===== src/rtl/video_capture.sv =====
// Serial video capture: packs 1-bpp pixels into 16-bit VRAM words.
// Tracks vsync framing and flags framing errors.
module video_capture #(
  parameter int          WORDS_PER_FRAME = 10944,
  parameter logic [13:0] ADDR_BASE       = 14'd0
) (
  input  logic        clk,
  input  logic        reset_n,
  input  logic        ce,
  input  logic        hsync,
  input  logic        vsync,
  input  logic        video_en,
  input  logic        pixelIn,
  output logic [13:0] wr_addr,
  output logic [15:0] wr_data,
  output logic [1:0]  wr,
  output logic        frame_done,
  output logic        err
);

  localparam logic [1:0] IDLE   = 2'd0;
  localparam logic [1:0] SYNC   = 2'd1;
  localparam logic [1:0] ACTIVE = 2'd2;

  localparam logic [14:0] WPF = 15'(WORDS_PER_FRAME);

  logic [1:0]  state;
  logic        vs_q;
  logic        ven_q;
  logic [14:0] wcnt;
  logic [3:0]  bcnt;
  logic [14:0] shreg;

  logic        vs_rise;
  logic        vs_fall;
  logic        ven_fall;
  logic        full;
  logic [15:0] sh_next;

  // hsync carries no framing information for capture; it is only observed.
  logic        hs_seen;
  assign hs_seen = hsync;

  // Edge detection against the previous ce-sample; pixel is inverted into VRAM polarity.
  always_comb begin
    vs_rise  = vsync & ~vs_q;
    vs_fall  = ~vsync & vs_q;
    ven_fall = ~video_en & ven_q;
    full     = (wcnt == WPF);
    sh_next  = {shreg, ~pixelIn};
  end

  // Capture FSM, counters and write port; wr/frame_done self-clear every clk.
  always_ff @(posedge clk or negedge reset_n) begin
    if (!reset_n) begin
      state      <= IDLE;
      vs_q       <= 1'b0;
      ven_q      <= 1'b0;
      wcnt       <= '0;
      bcnt       <= '0;
      shreg      <= '0;
      wr         <= 2'b00;
      wr_data    <= '0;
      wr_addr    <= ADDR_BASE;
      frame_done <= 1'b0;
      err        <= 1'b0;
    end else begin
      wr         <= 2'b00;
      frame_done <= 1'b0;
      if (ce) begin
        vs_q  <= vsync;
        ven_q <= video_en;
        if (vs_rise) begin
          if (state == ACTIVE) begin
            if (full) frame_done <= 1'b1;
            else      err        <= 1'b1;
          end
          state <= SYNC;
          wcnt  <= '0;
          bcnt  <= '0;
          shreg <= '0;
        end else begin
          case (state)
            SYNC: begin
              if (vs_fall) begin
                state <= ACTIVE;
                bcnt  <= '0;
                shreg <= '0;
              end
            end
            ACTIVE: begin
              if (video_en) begin
                shreg <= sh_next[14:0];
                bcnt  <= bcnt + 4'd1;
                if (bcnt == 4'd15) begin
                  if (full) begin
                    err <= 1'b1;
                  end else begin
                    wr      <= 2'b11;
                    wr_data <= sh_next;
                    wr_addr <= ADDR_BASE + wcnt[13:0];
                    wcnt    <= wcnt + 15'd1;
                  end
                end
              end else if (ven_fall && bcnt != 4'd0) begin
                err   <= 1'b1;
                bcnt  <= '0;
                shreg <= '0;
              end
            end
            default: begin
              if (hs_seen || !hs_seen) state <= IDLE;
            end
          endcase
        end
      end
    end
  end

endmodule

===== config.mk =====
export PLATFORM = sky130hd
export DESIGN_NAME = video_capture
export DESIGN_NICKNAME = d
export VERILOG_FILES = /design/src/rtl/video_capture.sv
export SDC_FILE = /design/constraint.sdc
export NUM_CORES = 1
export LEC_CHECK = 0
export ABC_CLOCK_PERIOD_IN_PS = 2100
export BUFFER_PORTS_ARGS = -buffer_cell sky130_fd_sc_hd__buf_2
export CAP_MARGIN = 25
export CORE_MARGIN = 4
export CORE_UTILIZATION = 50
export CTS_CLUSTER_SIZE = 40
export DETAILED_ROUTE_END_ITERATION = 8
export PLACE_DENSITY_LB_ADDON = 0.08
export SLEW_MARGIN = 15
export SYNTH_ARGS = -nofsm -noshare
export SYNTH_HDL_FRONTEND = slang
export SYNTH_SLANG_ARGS = --single-unit

===== constraint.sdc =====
create_clock -name clk -period 2.1 [get_ports clk]
set_input_delay 0.105 -clock clk [delete_from_list [all_inputs] [get_ports clk]]
set_output_delay 0.105 -clock clk [all_outputs]
set_load 0.01 [all_outputs]

# Yosys cells after proc, flatten, opt, wreduce, memory -nomap -nowiden
# Cells that the tools add are included.
[totals]
register_bits = 72
input_bits = 7
wordCells = 81
out_inout_bits = 34
[op_classes]
muxes = 36
eq_ne = 11
bitwise_logic = 9
reduce_logical = 12
add_sub_neg = 2
[ops]
columns = ["cell", "n"]
rows = [
  ["15-bit 2-to-1 mux", 9],
  ["15-bit case mux with 2 select lines", 1],
  ["2-bit 2-to-1 mux", 8],
  ["4-bit 2-to-1 mux", 4],
  ["15-bit by 1-bit adder with 15-bit output (second input constant)", 1],
  ["15-bit by 14-bit == test with 1-bit output (second input constant)", 1],
  ["1-bit 2-to-1 mux", 12],
  ["6-bit AND reduction", 2],
  ["4-bit case mux with 2 select lines", 1],
  ["2-bit != test (second input constant)", 3],
  ["3-bit by 1-bit != test with 1-bit output (second input constant)", 2],
  ["1-bit inverter", 6],
  ["2-bit nonzero test", 3],
  ["3-bit nonzero test", 2],
  ["5-bit AND reduction", 1],
  ["4-bit by 1-bit adder with 4-bit output (second input constant)", 1],
  ["4-bit == test (second input constant)", 1],
  ["4-bit by 3-bit != test with 1-bit output (second input constant)", 1],
  ["2-bit case mux with 2 select lines", 1],
  ["4-bit AND reduction", 1],
  ["4-bit nonzero test", 1],
  ["1-bit AND", 3],
  ["3-bit != test (second input constant)", 1],
  ["3-bit AND reduction", 1],
  ["other kinds (3)", 3],
]

# Logic depth before layout (Yosys ltp)
# Gate-level depths: netlist (run 1).
[depth]
depth_word = 7
ltp_mapped = 9
mapped_depth_nobuf = 7

# Worst setup path after synthesis (run 1)
# Ideal clock, no wire load.
[synth_path]
path_kind = "register to register"
start = "register vs_q"
end = "register bcnt[0]"
path_slack_ns = 0.193
required_ns = 1.975
t_arrival_ns = 1.782
path_buffers = 2
period_less_slack_ns = 1.907
path_stages_with_launch = 9
setup_time_ns = 0.125
cell_sequence = "dfrtp_1 inv_1 ha_1 buf_4 nor4_1 a211o_1 a21boi_1 buf_2 mux2_2"
[synth_via]
elab_chain_len = 4
word_cells_on_any_way = 8
cone_classes = "eq/ne (2); mux (1); bitwise (3); reduce/logical (2)"
[synth_rtl]
columns = ["element", "line_no", "text"]
rows = [
  ["start, declared", "28", "logic vs_q;"],
  ["start signal, assigned", "71", "vs_q <= vsync;"],
  ["1-bit inverter *", "46", "vs_rise = vsync & ~vs_q;"],
  ["1-bit AND *", "46", ""],
  ["named net vs_rise", "34", "logic vs_rise;"],
  ["4-bit by 3-bit != test with 1-bit output (no line), or another cell as far along", "--", ""],
  ["4-bit AND reduction (no line)", "--", ""],
  ["end signal, assigned", "94", "bcnt <= bcnt + 4'd1;"],
  ["end, declared", "31", "logic [3:0] bcnt;"],
]
# Mark *: on every way through the listed nets, which the timed path passes. The rest lies on a longest branch.
# A chain may end at the register's enable or synchronous reset.

# Final worst setup path (run 1)
[layout_path]
start = "register vs_q"
end = "register shreg[10]"
[layout_via]
elab_chain_len = 4
word_cells_on_any_way = 8
cone_classes = "eq/ne (2); mux (1); bitwise (3); reduce/logical (2)"
[layout_rtl]
columns = ["element", "line_no", "text"]
rows = [
  ["1-bit inverter *", "46", ""],
  ["1-bit AND *", "46", ""],
  ["named net vs_rise", "34", ""],
  ["4-bit by 3-bit != test with 1-bit output (no line), or another cell as far along", "--", ""],
  ["4-bit AND reduction (no line)", "--", ""],
  ["end signal, assigned", "93", "shreg <= sh_next[14:0];"],
  ["end, declared", "32", "logic [14:0] shreg;"],
]
# Marked as above.

==> qor.csv, run 1 <==
metric;value;unit
Crit path depth;7;
Worst Max-Slew Pin Slew;500;ps
Max Slew Vio Count;0;
Max stage delay cell, worst path;dfrtp_1;
Area contributors post-synth;dfrtp_1 51%, mux2_2 8.4%, mux2_4 5.1%, mux2i_1 2.9%, inv_1 2.6%;
VDD IR max;486;µV
Pwr Total;3.11;mW
WS Path Type;reg2reg;
crit path launch type;register;
register area share after synthesis;50.7;%
Top Ports;41;
clock tree buffer depth;2;
max_slew headroom;66.7;%
status;completed;
Post-DP HPWL;4830;µm
Fmax;510;MHz
worst hold path type;in2reg;
fill count;579;
row count;30;
# Post-CTS Setup Buffers;0;
Post-synth EDFFs;0;
reg2reg end;shreg[10];
endpoints failing hold;0;
crit-path cells;inv_1, ha_2, nor4_1, a211o_1, a21boi_2, buf_12, mux2_2;
synthesized area;3500;µm²
Final GP Congestion;0.805;
Arr. time, crit path;2190;ps
Synth async-reset ratio;100;%
CTS tree;yes;
Initial DRC Count;79;
Die Ht;91.7;µm
DRC viols;0;
CP Max Fanout;19;
CP top delay family;compound AO/OA/AOI/OAI gates;
ANT cells;0;
critical path buffer and inverter count;2;
first-pass GRT wire length;11600;µm
final wirelength;6970;µm
skew final;6.05;ps
CP max stage delay;370;ps
# Max-Cap Violations;0;
GRT Util Overall;17.3;%
number of global-route vias before repair;2372;
via density per instance;5.37;
final setup vio count;0;
Top FF cell, synth;dfrtp_1;
Syn Area/Cell;11.6;µm²
CTS Buf Count;9;
layout cell share with drive strength beyond 1;34.0;%
Mapped Cells;303;
CTS Sinks;71;
Yosys top cell area share;50.7;%
antenna-violating nets left;0;
largest net degree at the start of global routing;36;
antenna violations before repair;0;
Yosys reg bits;71;
Initial Util;51.6;%
clk_lat worst skew;350;ps
1st-pass router iterations;4;
crit path capture;shreg[10];
setup TNS;0;ps
minimum clock period;1960;ps
CP Capture Type;register;
final net count;363;
die width;91.7;µm
pwr dens;755;nW/µm²
port bufs;39;
Leakage;2.03;nW
Vias;2429;
RSZ-0062 raised after global routing;false;
CTS Root Cell;clkbuf_8;
CP startpoint;vs_q;
worst r2r src;vs_q;
Remaining Overflow, GRT;0;
CP Data Required Time;2330;ps
clock slew at reported path FFs;80;ps
routed len/inst;15.4;µm
synthesized net count;315;
Area Overhead vs Synth;17.7;%
H-tree depth;3;
r2r setup slk;140;ps
final worst path period share;93.4;%
DIE AREA;8410;µm²
Core Area;6790;µm²
number of synthesis warnings;0;
FF-to-FF path depth;7;
area leader, netlist;dfrtp_1;
count of cell types in the netlist;53;
==> layout by cell type (no fill, tap or decap), types with 7 or more instances in the layout <==
master	netlist	final
dfrtp_1	71	71
mux2_4	12	12
inv_1	24	24
clkbuf_8	0	10
mux2i_1	10	10
a31oi_1	7	7
buf_4	2	14
o21ai_0	8	8
a211oi_1	7	7
nor2_1	11	11
mux2_2	26	26
buf_2	4	39
nand2_1	21	21
==> per-layer routing <==
layer | routed length, µm | global-route usage (%)
met4 | 88 | 5.45
met2 | 3290 | 27.6
met1 | 3280 | 23.5
met5 | 0 | 0
met3 | 304 | 4.10
==> logic make-up after synthesis <==
logic type	share of synthesized area (%)
simple gates	13.9
buf+inv	6.46
xor+xnor	0.250
compound gates	10.6
fa+ha+maj	1.79
flops	50.7
mux	16.4
==> synthesized netlist by cell type (2+ instances only) <==
cell type  number
inv_1          24
mux2_2         26
mux2_4         12
and4_1          5
nor3_1          4
nand2b_1        2
o22ai_1         6
buf_6           5
a22o_1          4
nand4_1         5
ha_1            5
dfrtp_1        71
and2_1          5
nand3_1         6
nor2_1         11
a211o_1         3
nand2_1        21
buf_2           4
mux2i_1        10
or3_1           2
a31oi_1         7
a21oi_1         2
o21ai_0         8
a211oi_1        7
nor2b_1         2
clkbuf_1        9
and3_1          5
a41oi_1         4
nor4b_2         2
buf_1           2
buf_4           2
==> cell type report <==
type | count | area, µm² | area share [%]
inverter | 25 | 93.8 | 2.28
timing repair buffer | 59 | 390 | 9.47
clock inverter | 6 | 92.6 | 2.25
sequential | 71 | 1780 | 43.1
tap | 96 | 120 | 2.91
clock buffer | 10 | 138 | 3.34
multi-input combinational | 185 | 1510 | 36.7
==> metrics by stage <==
stage	hold slack (ps)	cell area [µm²]	util, %	std cells	setup slack (ps)
3_3_place_gp	97.9	3860	56.8	433	89.6
5_1_grt	120	4120	60.7	452	21.6
3_5_place_dp	98.8	3860	56.8	433	63.3
6_report	110	4120	60.7	452	139
2_1_floorplan	-191	3500	-	303	193
4_1_cts	84.2	4120	60.6	452	58.4
==> flip-flops by register name (all words and copies together) (netlist names) <==
register / count
wr_data: 16
shreg: 15
wcnt: 15
wr_addr: 14
bcnt: 4
state: 2
err: 1
frame_done: 1
ven_q: 1
vs_q: 1
wr: 1
==> timing repair <==
action / CTS / global route
endpoints found under the hold margin: 20 / 0
gates resized for setup: 0 / 2
hold buffers: 3 / 0
endpoints found under the setup margin: 0 / 14
==> worst reg2reg max path: cells and delay by family (launching register included) <==
family          cells  cell delay [ps]
compound gates      2              510
fa+ha+maj           1              270
flops               1              370
mux                 1              360
buf+inv             2              260
simple gates        1               80
==> worst min-delay path by stage <==
| stage | cells past startpoint | start | endpoint |
|---|---|---|---|
| 2_1_floorplan | 0 | reset_n | bcnt[0] |
| 3_3_place_gp | 1 | reset_n | wr_addr[7] |
| 3_5_place_dp | 1 | reset_n | wcnt[7] |
| 4_1_cts | 2 | ce | state[1] |
| 5_1_grt | 2 | ce | state[1] |
| 6_report | 2 | ce | state[1] |
==> report_power, final <==
part / leakage [nW] / internal [mW] / switching, mW
Sequential: 0.978 / 1.42 / 0.0680
Combinational: 0.942 / 0.172 / 0.211
Clock: 0.109 / 0.707 / 0.535
Power figures use the tool's default switching activity.
==> run 2: changes to the inputs <==
- CELL_PAD_IN_SITES_DETAIL_PLACEMENT: not set -> 1
- CELL_PAD_IN_SITES_GLOBAL_PLACEMENT: not set -> 1
- CORE_UTILIZATION: 50 -> 46
==> qor.csv, run 2 (synthesis results as in run 1) <==
metric;value;unit;change
Die Ht;95.3;µm;+3.9%
1st-pass router iterations;4;;unchanged
Fmax;514;MHz;+0.85%
worst r2r src;bcnt[0];;
internal power;2.28;mW;-0.75%
commonest non-fill, non-tap cell in the layout;dfrtp_1;;
Remaining Overflow, GRT;0;;unchanged
CP Capture Type;register;;
Max stage delay cell, worst path;or3_1;;
RSZ-0062 raised after global routing;false;;
# Max-Cap Violations;0;;unchanged
clock tree buffer depth;2;;unchanged
crit-path cells;ha_1, nand3_2, or3_1, o21a_1, a221o_1;;
H-tree depth;3;;unchanged
most frequent cells in the layout;71 x dfrtp_1, 39 x buf_2, 26 x mux2_2;;
Area Overhead vs Synth;18.3;%;
Sw Ratio;27.5;%;+1.4 points
port bufs;39;;unchanged
Clk pwr share;39.4;%;-0.5 points
die width;95.3;µm;+3.9%
crit path launch type;register;;
clock slew at reported path FFs;80;ps;about the same
Worst Max-Slew Pin Slew;411;ps;-89.1 ps
pwr dens;760;nW/µm²;+0.64%
layout cell share with drive strength beyond 1;35.2;%;+1.2 points
Leakage;2.05;nW;+0.88%
status;completed;;
GRT Util Overall;20.4;%;+3.1 points
first-pass GRT wire length;14200;µm;+23%
skew final;8.19;ps;+2.14 ps
Worst Hold Launch;ce;;
final worst path period share;92.6;%;-0.78 points
# Post-CTS Setup Buffers;0;;unchanged
Post-DP HPWL;5610;µm;+16%
Initial Util;47.8;%;-3.8 points
P_sw;867;µW;+6.5%
biggest regs;wr_data (16), shreg (15), wcnt (15);;
Reg with most FFs;wr_data;;
CTS Root Cell;clkbuf_8;;
M1 GR Usage;25.1;%;+1.6 points
CTS Sinks;71;;unchanged
Initial DRC Count;73;;-7.6%
Arr. time, crit path;2190;ps;about the same
max_slew headroom;72.6;%;+5.9 points
CTS tree;yes;;
final net count;368;;+1.4%
Core Area;7330;µm²;+7.9%
busiest grt layer;met2;;
via density per instance;5.54;;+3.0%
critical path buffer and inverter count;0;;-2
Max Slew Vio Count;0;;unchanged
fill count;777;;+34%
antenna-violating nets left;0;;unchanged
Comb power frac;13.3;%;+1.0 points
Final GP Congestion;0.843;;+4.7%
CP top delay family;compound AO/OA/AOI/OAI gates;;
DRC viols;0;;unchanged
Largest register FFs;16;;unchanged
minimum clock period;1940;ps;-16.5 ps
Pwr Total;3.15;mW;+1.2%
largest net degree at the start of global routing;72;;+100%
clk_lat worst skew;350;ps;about the same
setup TNS;0;ps;unchanged
CTS Buf Count;9;;unchanged
CP max stage delay;440;ps;+70 ps
Seq. cell area;1780;µm²;unchanged
row count;31;;+3.3%
final setup vio count;0;;unchanged
grt met3 use;5.13;%;+1.0 points
WS Path Type;reg2reg;;
CP Data Required Time;2340;ps;about the same
DIE AREA;9080;µm²;+7.9%
number of global-route vias before repair;2800;;+18%
final wirelength;8180;µm;+17%
worst hold path type;in2reg;;
r2r setup slk;160;ps;+20 ps
Top Ports;41;;unchanged
endpoints failing hold;0;;unchanged
GRT met2 Usage;35.4;%;+7.8 points
antenna violations before repair;0;;unchanged
routed len/inst;17.8;µm;+15%
part of the power in registers;47.3;%;-0.5 points
Vias;2547;;+4.9%
CP startpoint;bcnt[0];;
ANT cells;0;;unchanged
multi-input combinational cell area;1520;µm²;+0.25%
VDD IR max;410;µV;-16%
CP Max Fanout;5;;-14
==> run 2: metrics by stage <==
| stage | cell area (µm²) | hold WS [ps] | cells | setup WS (ps) | utilization (%) |
|---|---|---|---|---|---|
| 6_report | 4150 | 94.9 | 460 | 155 | 56.5 |
| 3_3_place_gp | 3880 | 167 | 441 | 161 | 53.0 |
| 2_1_floorplan | 3500 | -191 | 303 | 193 | - |
| 3_5_place_dp | 3880 | 163 | 441 | 106 | 53.0 |
| 5_1_grt | 4150 | 98.6 | 460 | 19.0 | 56.5 |
| 4_1_cts | 4130 | 79.5 | 460 | 88.4 | 56.4 |
==> run 2: power by group through the flow <==
stage / registers [mW] / logic [mW] / clock network [mW]
3_3_place_gp: 1.52 / 0.403 / 0
5_1_grt: 1.50 / 0.466 / 1.35
3_5_place_dp: 1.52 / 0.412 / 0
4_1_cts: 1.49 / 0.423 / 1.28
2_1_floorplan: 1.50 / 0.257 / 0
6_report: 1.49 / 0.418 / 1.24
==> run 2: worst paths after layout <==
path / end / depth (start not counted)
min in group asynchronous: wr_addr[1] / 3
max in group asynchronous: wcnt[12] / 3
max: wcnt[14] / 5
min reg2reg: err / 1
min: state[1] / 2
max reg2reg: wcnt[14] / 5
==> run 2: final cells by class <==
class,count,area share (%)
well taps,99,2.99
flip-flops and latches,71,42.9
clock buffers,9,2.99
repair buffers,64,10.0
multi-input cells,185,36.6
clock inverters,7,2.29
inverters,25,2.26
==> run 2: timing repair <==
item | in CTS | in global routing
hold buffers | 3 | 0
gates resized for setup | 0 | 3
endpoints found under the setup margin | 0 | 6
endpoints found under the hold margin | 73 | 0
==> run 2: layer usage <==
| metal | up-vias | wire, µm |
|---|---|---|
| met5 | - | 0 |
| met4 | 0 | 103 |
| met3 | 10 | 268 |
| met2 | 47 | 4240 |
| met1 | 1299 | 3570 |
| li1 | 1191 | - |
==> run 2: worst reg2reg max path, cell delays in order (launching register included) <==
cell     delay [ps]
dfrtp_1         410
ha_1            220
nand3_2         140
or3_1           440
o21a_1          270
a221o_1         370
==> run 3: changes to the inputs <==
- PLACE_DENSITY: not set -> 0.87
- PLACE_DENSITY_LB_ADDON: 0.08 -> not set
==> qor.csv, run 3 (synthesis results as in run 1) <==
metric;value;unit;change
status;completed;;
Max Slew Vio Count;0;;unchanged
minimum clock period;1980;ps;+36.9 ps
CP top delay family;simple AND/OR/NAND/NOR gates;;
final worst path period share;94.4;%;+1.8 points
CTS Sinks;71;;unchanged
Pwr Total;2.96;mW;-6.2%
CTS tree;yes;;
r2r setup slk;120;ps;-40 ps
row count;31;;unchanged
Max stage delay cell, worst path;or3_1;;
die width;95.3;µm;unchanged
antenna-violating nets left;0;;unchanged
H-tree depth;3;;unchanged
biggest regs;wr_data (16), shreg (15), wcnt (15);;
max_slew headroom;66.7;%;-6.0 points
clock slew at reported path FFs;70;ps;about the same
Vias;2609;;+2.4%
DIE AREA;9080;µm²;unchanged
FF-to-FF path depth;5;;unchanged
Largest register FFs;16;;unchanged
RSZ-0062 raised after global routing;false;;
VDD IR max;456;µV;+11%
setup TNS;0;ps;unchanged
GRT Util Overall;21.0;%;+0.66 points
Arr. time, crit path;2210;ps;+20 ps
CTS Buf Count;9;;unchanged
crit path capture;wcnt[14];;
commonest non-fill, non-tap cell in the layout;dfrtp_1;;
crit path launch type;register;;
most frequent cells in the layout;71 x dfrtp_1, 39 x buf_2, 26 x mux2_2;;
ANT cells;0;;unchanged
critical path buffer and inverter count;0;;unchanged
CP Max Fanout;5;;unchanged
reg2reg end;wcnt[14];;
largest net degree at the start of global routing;40;;-44%
Die Ht;95.3;µm;unchanged
Remaining Overflow, GRT;0;;unchanged
CP Capture Type;register;;
Leakage;2.02;nW;-1.6%
via density per instance;5.72;;+3.3%
CP Data Required Time;2330;ps;about the same
# Max-Cap Violations;0;;unchanged
crit-path cells;ha_1, nand3_1, or3_1, o21a_1, a221o_1;;
skew final;12.1;ps;+3.87 ps
worst hold path type;in2reg;;
Final GP Congestion;0.875;;+3.8%
Area Overhead vs Synth;16.7;%;
Crit path depth;5;;unchanged
worst r2r src;bcnt[0];;
Initial DRC Count;95;;+30%
final setup vio count;0;;unchanged
Post-DP HPWL;6000;µm;+6.9%
clock tree buffer depth;2;;unchanged
Fmax;505;MHz;-1.9%
final wirelength;8730;µm;+6.7%
antenna violations before repair;0;;unchanged
Initial Util;47.8;%;unchanged
1st-pass router iterations;4;;unchanged
Top Ports;41;;unchanged
Reg with most FFs;wr_data;;
Core Area;7330;µm²;unchanged
endpoints failing hold;0;;unchanged
CTS Root Cell;clkbuf_8;;
CP startpoint;bcnt[0];;
number of global-route vias before repair;2889;;+3.2%
final net count;364;;-1.1%
clk_lat worst skew;350;ps;about the same
WS Path Type;reg2reg;;
layout cell share with drive strength beyond 1;34.2;%;-1.0 points
pwr dens;723;nW/µm²;-4.9%
DRC viols;0;;unchanged
routed len/inst;19.1;µm;+7.6%
Worst Max-Slew Pin Slew;500;ps;+89.6 ps
port bufs;39;;unchanged
CP max stage delay;470;ps;+30 ps
first-pass GRT wire length;14500;µm;+1.8%
## run 3: report_power, final
group | total [mW] | switching, mW | internal, mW
Combinational | 0.412 | 0.233 | 0.178
Clock | 1.05 | 0.571 | 0.476
Sequential | 1.50 | 0.0762 | 1.42
## run 3: layout make-up
class	count	area [µm²]
clock buffer	10	138
clock inverter	6	47.5
fill	801	3240
inverter	25	93.8
multi-input combinational	185	1530
sequential	71	1780
tap	99	124
timing repair buffer	60	383
## run 3: stage by stage
step | hold WS (ps) | setup slack [ps] | cell area (µm²) | util, % | std cells
floorplan | -191 | 193 | 3500 | - | 303
global placement | 189 | 147 | 3860 | 52.7 | 438
detailed placement | 176 | 21.6 | 3860 | 52.7 | 438
CTS | 14.6 | 46.7 | 4070 | 55.5 | 456
global route | 56.4 | 1.01 | 4090 | 55.8 | 456
finish | 45.2 | 118 | 4090 | 55.8 | 456
## run 3: per-layer routing
layer	share of wire, %	vias up	track usage (%)
met2	52	77	37.0
met3	3.9	31	4.34
met1	41	1318	24.5
met5	0	-	0
li1	-	1183	-
met4	3.0	0	9.50
## run 3: tightest hold or removal path, delay by kind of cell
family / cells / cell delay [ps]
AO/OA/AOI/OAI: 1 / 70
buffers and inverters: 1 / 120
AND/OR/NAND/NOR: 1 / 60
## run 3: how the worst min path moves through the flow
stage | start | end | slack, ps | cells after the start
2_1_floorplan | reset_n | bcnt[0] | -190 | 0
3_3_place_gp | reset_n | wr_addr[8] | 190 | 2
3_5_place_dp | reset_n | wcnt[8] | 180 | 2
4_1_cts | vsync | vs_q | 10 | 3
5_1_grt | vsync | vs_q | 60 | 3
6_report | vsync | vs_q | 50 | 3
## run 3: repair_timing
| action | CTS | global route |
|---|---|---|
| endpoints found under the hold margin | 72 | 0 |
| hold buffers | 2 | 0 |
| buffers inserted | 0 | 0 |
| setup endpoints to repair | 9 | 7 |
| gates resized for setup | 1 | 2 |
